[config.mk]
export PLATFORM = sky130hd
export DESIGN_NAME = semaphore_ctrl
export DESIGN_NICKNAME = d
export VERILOG_FILES = /design/src/rtl/semaphore_ctrl.sv
export SDC_FILE = /design/constraint.sdc
export NUM_CORES = 1
export LEC_CHECK = 0
export BUFFER_PORTS_ARGS = -buffer_cell sky130_fd_sc_hd__buf_4
export CORE_MARGIN = 3
export CORE_UTILIZATION = 54
export CTS_BUF_LIST = sky130_fd_sc_hd__clkbuf_8
export CTS_CLUSTER_DIAMETER = 60
export DETAILED_ROUTE_END_ITERATION = 7
export GPL_TIMING_DRIVEN = 0
export PLACE_DENSITY_LB_ADDON = 0.08
export SLEW_MARGIN = 20
export SYNTH_ARGS = -nofsm -noshare
export SYNTH_HDL_FRONTEND = slang
export SYNTH_SLANG_ARGS = --single-unit
[constraint.sdc]
create_clock -name clk -period 5.05 [get_ports clk]
set_clock_uncertainty 0.15 [all_clocks]
set_input_delay 0.7575 -clock clk [delete_from_list [all_inputs] [get_ports clk]]
set_output_delay 0.7575 -clock clk [all_outputs]
set_load 0.03 [all_outputs]
[src/rtl/semaphore_ctrl.sv]
// Multi-approach traffic-light controller: round-robin ALL_RED/RED_YEL/GREEN/YELLOW
// sequencing with timed or manual advance, a frame-wide freeze, and a flashing-yellow night mode.
module semaphore_ctrl #(
  parameter int NUM_DIR   = 2,
  parameter int CNT_W     = 8,
  parameter int T_ALL_RED = 2,
  parameter int T_RED_YEL = 2,
  parameter int T_GREEN   = 8,
  parameter int T_YELLOW  = 3,
  parameter int FLASH_T   = 4,
  localparam int DIR_W    = (NUM_DIR > 1) ? $clog2(NUM_DIR) : 1
) (
  input  logic               clk,
  input  logic               reset,
  input  logic               en,
  input  logic               auto,
  input  logic               next,
  input  logic               night,
  output logic [NUM_DIR-1:0] red,
  output logic [NUM_DIR-1:0] yellow,
  output logic [NUM_DIR-1:0] green,
  output logic [DIR_W-1:0]   active_dir,
  output logic               done
);

  localparam logic [2:0] ST_ALL_RED = 3'd0;
  localparam logic [2:0] ST_RED_YEL = 3'd1;
  localparam logic [2:0] ST_GREEN   = 3'd2;
  localparam logic [2:0] ST_YELLOW  = 3'd3;
  localparam logic [2:0] ST_NIGHT   = 3'd4;

  localparam logic [CNT_W-1:0] LD_ALL_RED = CNT_W'(T_ALL_RED - 1);
  localparam logic [CNT_W-1:0] LD_RED_YEL = CNT_W'(T_RED_YEL - 1);
  localparam logic [CNT_W-1:0] LD_GREEN   = CNT_W'(T_GREEN - 1);
  localparam logic [CNT_W-1:0] LD_YELLOW  = CNT_W'(T_YELLOW - 1);
  localparam logic [CNT_W-1:0] LD_FLASH   = CNT_W'(FLASH_T - 1);
  localparam logic [DIR_W-1:0] LAST_DIR   = DIR_W'(NUM_DIR - 1);

  logic [2:0]       state;
  logic [DIR_W-1:0] dir;
  logic [CNT_W-1:0] timer;
  logic [CNT_W-1:0] flash_cnt;
  logic             flash_on;
  logic             next_q;
  logic             advance;
  logic [2:0]       state_nxt;

  function automatic logic [CNT_W-1:0] phase_load(input logic [2:0] s);
    case (s)
      ST_RED_YEL: return LD_RED_YEL;
      ST_GREEN:   return LD_GREEN;
      ST_YELLOW:  return LD_YELLOW;
      default:    return LD_ALL_RED;
    endcase
  endfunction

  // NOTE: every combinational output gets a default first so no path leaves it unassigned (no latch).
  always_comb begin
    state_nxt = ST_ALL_RED;
    case (state)
      ST_ALL_RED: state_nxt = ST_RED_YEL;
      ST_RED_YEL: state_nxt = ST_GREEN;
      ST_GREEN:   state_nxt = ST_YELLOW;
      default:    state_nxt = ST_ALL_RED;
    endcase
  end

  assign advance = auto ? (timer == '0) : (next & ~next_q);

  // NOTE: all state updates use non-blocking assignments so every register samples pre-edge values.
  always_ff @(posedge clk) begin
    if (reset) begin
      state     <= ST_ALL_RED;
      dir       <= '0;
      timer     <= LD_ALL_RED;
      flash_cnt <= '0;
      flash_on  <= 1'b0;
      next_q    <= 1'b0;
      done      <= 1'b0;
    end else begin
      // next_q tracks next even while frozen, so an edge seen during en=0 is consumed.
      next_q <= next;
      done   <= 1'b0;
      if (en) begin
        if (night) begin
          state <= ST_NIGHT;
          if (state != ST_NIGHT) begin
            flash_on  <= 1'b1;
            flash_cnt <= LD_FLASH;
          end else if (flash_cnt == '0) begin
            flash_on  <= ~flash_on;
            flash_cnt <= LD_FLASH;
          end else begin
            flash_cnt <= flash_cnt - 1'b1;
          end
        end else if (state == ST_NIGHT) begin
          state <= ST_ALL_RED;
          dir   <= '0;
          timer <= LD_ALL_RED;
        end else if (advance) begin
          state <= state_nxt;
          timer <= phase_load(state_nxt);
          if (state == ST_YELLOW) begin
            dir  <= (dir == LAST_DIR) ? '0 : dir + 1'b1;
            done <= (dir == LAST_DIR);
          end
        end else if (auto && timer != '0) begin
          timer <= timer - 1'b1;
        end
      end
    end
  end

  always_comb begin
    red    = '1;
    yellow = '0;
    green  = '0;
    case (state)
      ST_NIGHT: begin
        red    = '0;
        yellow = {NUM_DIR{flash_on}};
      end
      ST_RED_YEL: yellow[dir] = 1'b1;
      ST_GREEN: begin
        red[dir]   = 1'b0;
        green[dir] = 1'b1;
      end
      ST_YELLOW: begin
        red[dir]    = 1'b0;
        yellow[dir] = 1'b1;
      end
      default: ;
    endcase
  end

  assign active_dir = dir;

endmodule

# Word level (Yosys, flattened, before mapping)

Cells that the tools add are included.

Bits in registers: 23
Bits of input ports: 6
RAM bits: 0
Memories: 0
Latch bits: 0
Bits in read-only memories: 0
Output and inout port bits: 8

Muxes and demuxes: 22
$lt $le $gt $ge: 2
Bitwise operators: 8
Equal/unequal tests: 7
Add/subtract/negate cells: 3
Reduce and logical (&&, ||, !) cells: 19
Multipliers: 0
Shift-type cells: 0
Div/mod/pow operators: 0

Operators by type and width:

| operator              | number |
|---|---|
| $mux W8               | 5 |
| $logic_not A8 Y1      | 2 |
| $sub A8 B1 Y8 const B | 2 |
| $mux W3               | 3 |
| $mux W1               | 8 |
| $pmux W2 S2           | 2 |
| $reduce_bool A8 Y1    | 1 |
| $eq A3 B2 Y1 const B  | 2 |
| $not A1 Y1            | 6 |
| $pmux W2 S3           | 1 |
| $pmux W3 S2           | 1 |
| $reduce_and A3 Y1     | 2 |
| $reduce_bool A2 Y1    | 3 |
| $reduce_bool A3 Y1    | 2 |
| $reduce_or A6 Y1      | 1 |
| $eq A2 B2 Y1 const B  | 2 |
| $reduce_and A2 Y1     | 2 |
| $reduce_and A4 Y1     | 1 |
| $reduce_or A2 Y1      | 2 |
| $eq A3 B1 Y1 const B  | 1 |
| $eq A3 B3 Y1 const B  | 1 |
| $logic_not A3 Y1      | 1 |
| $ne A3 B3 Y1 const B  | 1 |
| $logic_and A1 B1 Y1   | 2 |
| 7 further kinds       | 7 |

# Longest topological paths before layout

Depth after elaboration: 6
Depth in mapped cells: 6
Depth with buffers taken out: 6

# Worst setup path after synthesis

OpenSTA, ideal clock, no wires.

Path type: reg-to-output
From: reg state[1]
To: out green[0]
Arrival time: 1.335 ns
Cell stages (with the launch flop): 4
Slack: 2.808 ns
Path through: dfxtp_1 > clkbuf_1 > nand2b_1 > nor3_1

Word-level cells in the longest chain between the ends: 2

RTL lines:

| what                   | RTL line | RTL |
|---|---|---|
| start, declared        | 39       | `logic [2:0] state;` |
| start signal, assigned | 101      | `state <= state_nxt;` |
| $eq A3 B2 Y1           | 118      | `case (state)` |
| $mux W2                | 118      |  |
| end, declared          | 21       | `output logic [NUM_DIR-1:0] green,` |

Every way passes these cells.

# Final worst setup path

From: reg state[1]
To: out yellow[1]

Word-level cells in the longest chain between the ends: 3

RTL lines:

| what                                                | RTL line | RTL |
|---|---|---|
| $eq A3 B2 Y1 / $eq A3 B1 Y1 (equally long branches) | 118      |  |
| $reduce_or A2 Y1 (no source line)                   | n/a      |  |
| $pmux W2 S2 *                                       | 118      |  |
| end, declared                                       | 20       | `output logic [NUM_DIR-1:0] yellow,` |

Every way passes the cells marked *; elsewhere a longest branch is shown, timed or not.

==> metrics.csv <==
stage,metric,value,unit
floorplanning,boundaryPins,14,
global_route,grt_use_total,20.3,%
cells_and_area,diodes,0,
power,ir_drop,0.283,mV
clock_network,ctsHoldBuffers,0,
timing,maxSlewViolCount,0,
placed_design,numPortBuffers,13,
cells_and_area,syn2layout_area_growth,13.9,%
setup_path,critPathArrivalTime,1.63,ns
global_route,overflow,0,
logic_synthesis,synth_edf_count,0,
logic_synthesis,synth.yosys.seq_area_share,35.2,%
clock_network,cts_tree,done,
timing,slew_headroom,50.6,%
setup_path,critPathLaunchType,flop,
cells_and_area,final_common_cell,dfxtp_1,
clock_network,insertion_delay,0.27,ns
worst_hold_path,hp-class,flop to flop,
floorplanning,initial_utilization,58.0,%
cells_and_area,seq_area,460,um^2
setup_path,cp_max_fo,10,
cells_and_area,fillers,206,
global_route,grt_pass1_vias,1062,
timing,final-setup-viol-count,0,
setup_path,rr_worst_depth,6,
power,power_leakage,0.548,nW
global_route,grt_pass1_wl,5050,um
timing,fmax,393,MHz
timing,finalHoldViolCount,0,
logic_synthesis,async_flop_share,0,%
clock_network,cts_resized,0,
setup_path,worstSetupPathType,flop to output port,
cells_and_area,multi_input_comb_area,788,um^2
detailed_routing,wl_per_cell,14.7,um
floorplanning,rows,17,
logic_synthesis,synth.distinct_cells,47,
timing,worst_pin_slew,0.741,ns
placed_design,placed_cells,190,
logic_synthesis,synth-main-ff-cell,dfxtp_1,
logic_synthesis,yosys_warnings,0,
power,p_per_area,263,nW/um^2
detailed_routing,ant_nets,0,
cells_and_area,final_cell_mix,"23 x dfxtp_1, 17 x nor2_1, 13 x buf_4",
clock_network,htreeDepth,1,
worst_hold_path,holdPathStages,2,
logic_synthesis,syn-num-nets,159,
logic_synthesis,synthCells,149,
floorplanning,die_y,55.2,um
job,maxCapViolations,0,
placed_design,gp_congestion,0.818,
global_route,antenna_found_initial,0,
logic_synthesis,avgSynthCellArea,8.78,um^2
cells_and_area,nets,177,
detailed_routing,drc,0,
clock_network,numCtsBuffers,3,
placed_design,hpwl,2030,um
clock_network,postCtsSetupBuffers,0,
run_status,status,"complete, no violations",
logic_synthesis,syn_area,1310,um^2
floorplanning,dieArea,3050,um^2
cells_and_area,final_cell_count_no_fill,194,
detailed_routing,drt-total-wl,2850,um
cells_and_area,drive_gt1_share,16.9,%
timing,fin_crit,2.54,ns
setup_path,cp.required,4.14,ns
floorplanning,core_region_area,2250,um^2
clock_network,clk_pin_slew,0.08,ns
detailed_routing,vias,1164,
floorplanning,die_w,55.2,um
detailed_routing,dr.pass1.iters,4,
logic_synthesis,yosys_register_bits,23,
clock_network,cts_sinks,23,
clock_network,cts_root_buffer,clkbuf_8,
clock_network,clockBufferDepth,2,
detailed_routing,vias_per_cell,6.00,
timing,rsz0062_at_grt,false,
global_route,grt_max_degree,15,
timing,setup_tns,0,ns
timing,min_period_over_period,50.3,%
detailed_routing,drt_iter0_drc,30,
setup_path,crit_path_end_kind,output port,
flip-flops by register name, summed over array words and instances, names as in the netlist:
name	flops
done	1
flash_cnt	8
next_q	1
active_dir	1
flash_on	1
state	3
timer	8
logic make-up (layout without fill, tap and decap cells):
| kind of cell | Yosys count | after routing | share of synthesized area, % |
|---|---|---|---|
| adders and majority gates | 4 | 4 | 3.83 |
| muxes | 3 | 3 | 2.49 |
| DFF | 23 | 23 | 35.2 |
| buffers and inverters | 13 | 30 | 4.50 |
| AOI/OAI and AO/OA | 31 | 31 | 18.7 |
| xor gates and xnor gates | 8 | 8 | 5.36 |
| and+or+nand+nor | 67 | 67 | 30.0 |
through the flow:
stage                     setup WS, ns  total power, mW  hold WS [ns]  util, %  area [um^2]
after floorplan                   2.81            0.256         0.298        -         1310
after global placement            2.35            0.275         0.321     63.9         1440
after detailed placement          2.37            0.277         0.346     63.9         1440
after CTS                         2.51            0.395         0.359     66.0         1490
after global routing              2.36            0.412         0.382     66.0         1490
final                             2.51            0.392         0.365     66.0         1490
power by group:
| part | leakage, nW | internal [mW] | switching (mW) |
|---|---|---|---|
| clock | 0.0217 | 0.0560 | 0.0630 |
| sequential | 0.187 | 0.190 | 0.00781 |
| combinational | 0.339 | 0.0330 | 0.0424 |
| total | 0.548 | 0.279 | 0.113 |
area by class of cell:
cell class / instances / share of cell area, %
plain buffers: 5 / 1.93
clock buffers: 3 / 2.77
clock inverters: 1 / 0.504
inverters: 8 / 2.02
multi-input cells: 113 / 52.9
flip-flops and latches: 23 / 30.9
well taps: 28 / 2.35
repair buffers: 13 / 6.55
cells in the mapped netlist (2+ instances only):
library cell | number | area (um^2)
dfxtp_1 | 23 | 460
nor2_1 | 17 | 63.8
inv_1 | 8 | 30.0
nand2_1 | 8 | 30.0
nor2b_1 | 7 | 43.8
nor3_1 | 7 | 35.0
a211oi_1 | 6 | 45.0
xnor2_1 | 6 | 52.6
o21ai_0 | 5 | 25.0
clkbuf_1 | 4 | 15.0
ha_1 | 4 | 50.1
or3_1 | 4 | 25.0
a21oi_1 | 3 | 15.0
nand2b_1 | 3 | 18.8
nand3_1 | 3 | 15.0
nor4_1 | 3 | 18.8
a22o_1 | 2 | 17.5
a31oi_1 | 2 | 12.5
mux2_2 | 2 | 22.5
nand3b_1 | 2 | 15.0
nor3b_1 | 2 | 15.0
o31ai_1 | 2 | 15.0
xor2_1 | 2 | 17.5
routing by layer:
layer	track usage, %	up-vias	share of wire [%]
met3	4.91	4	3.9
met1	27.4	558	46
met2	32.6	23	50
met5	0	-	0
li1	-	579	-
met4	4.51	0	0.63
critical path, stage by stage, from the launching register on:
cell	delay (ns)
dfxtp_1	0.31
clkbuf_1	0.20
nor3b_2	0.33
clkbuf_8	0.23
a22o_1	0.14
buf_4	0.15
worst paths after layout:
path                 from            to  slack [ns]
max              state[1]     yellow[1]        2.51
min reg2reg  flash_cnt[1]  flash_cnt[1]        0.37
min          flash_cnt[1]  flash_cnt[1]        0.37
max reg2reg      timer[1]    active_dir        2.60
Note: power is estimated with default switching activity, not from simulation.
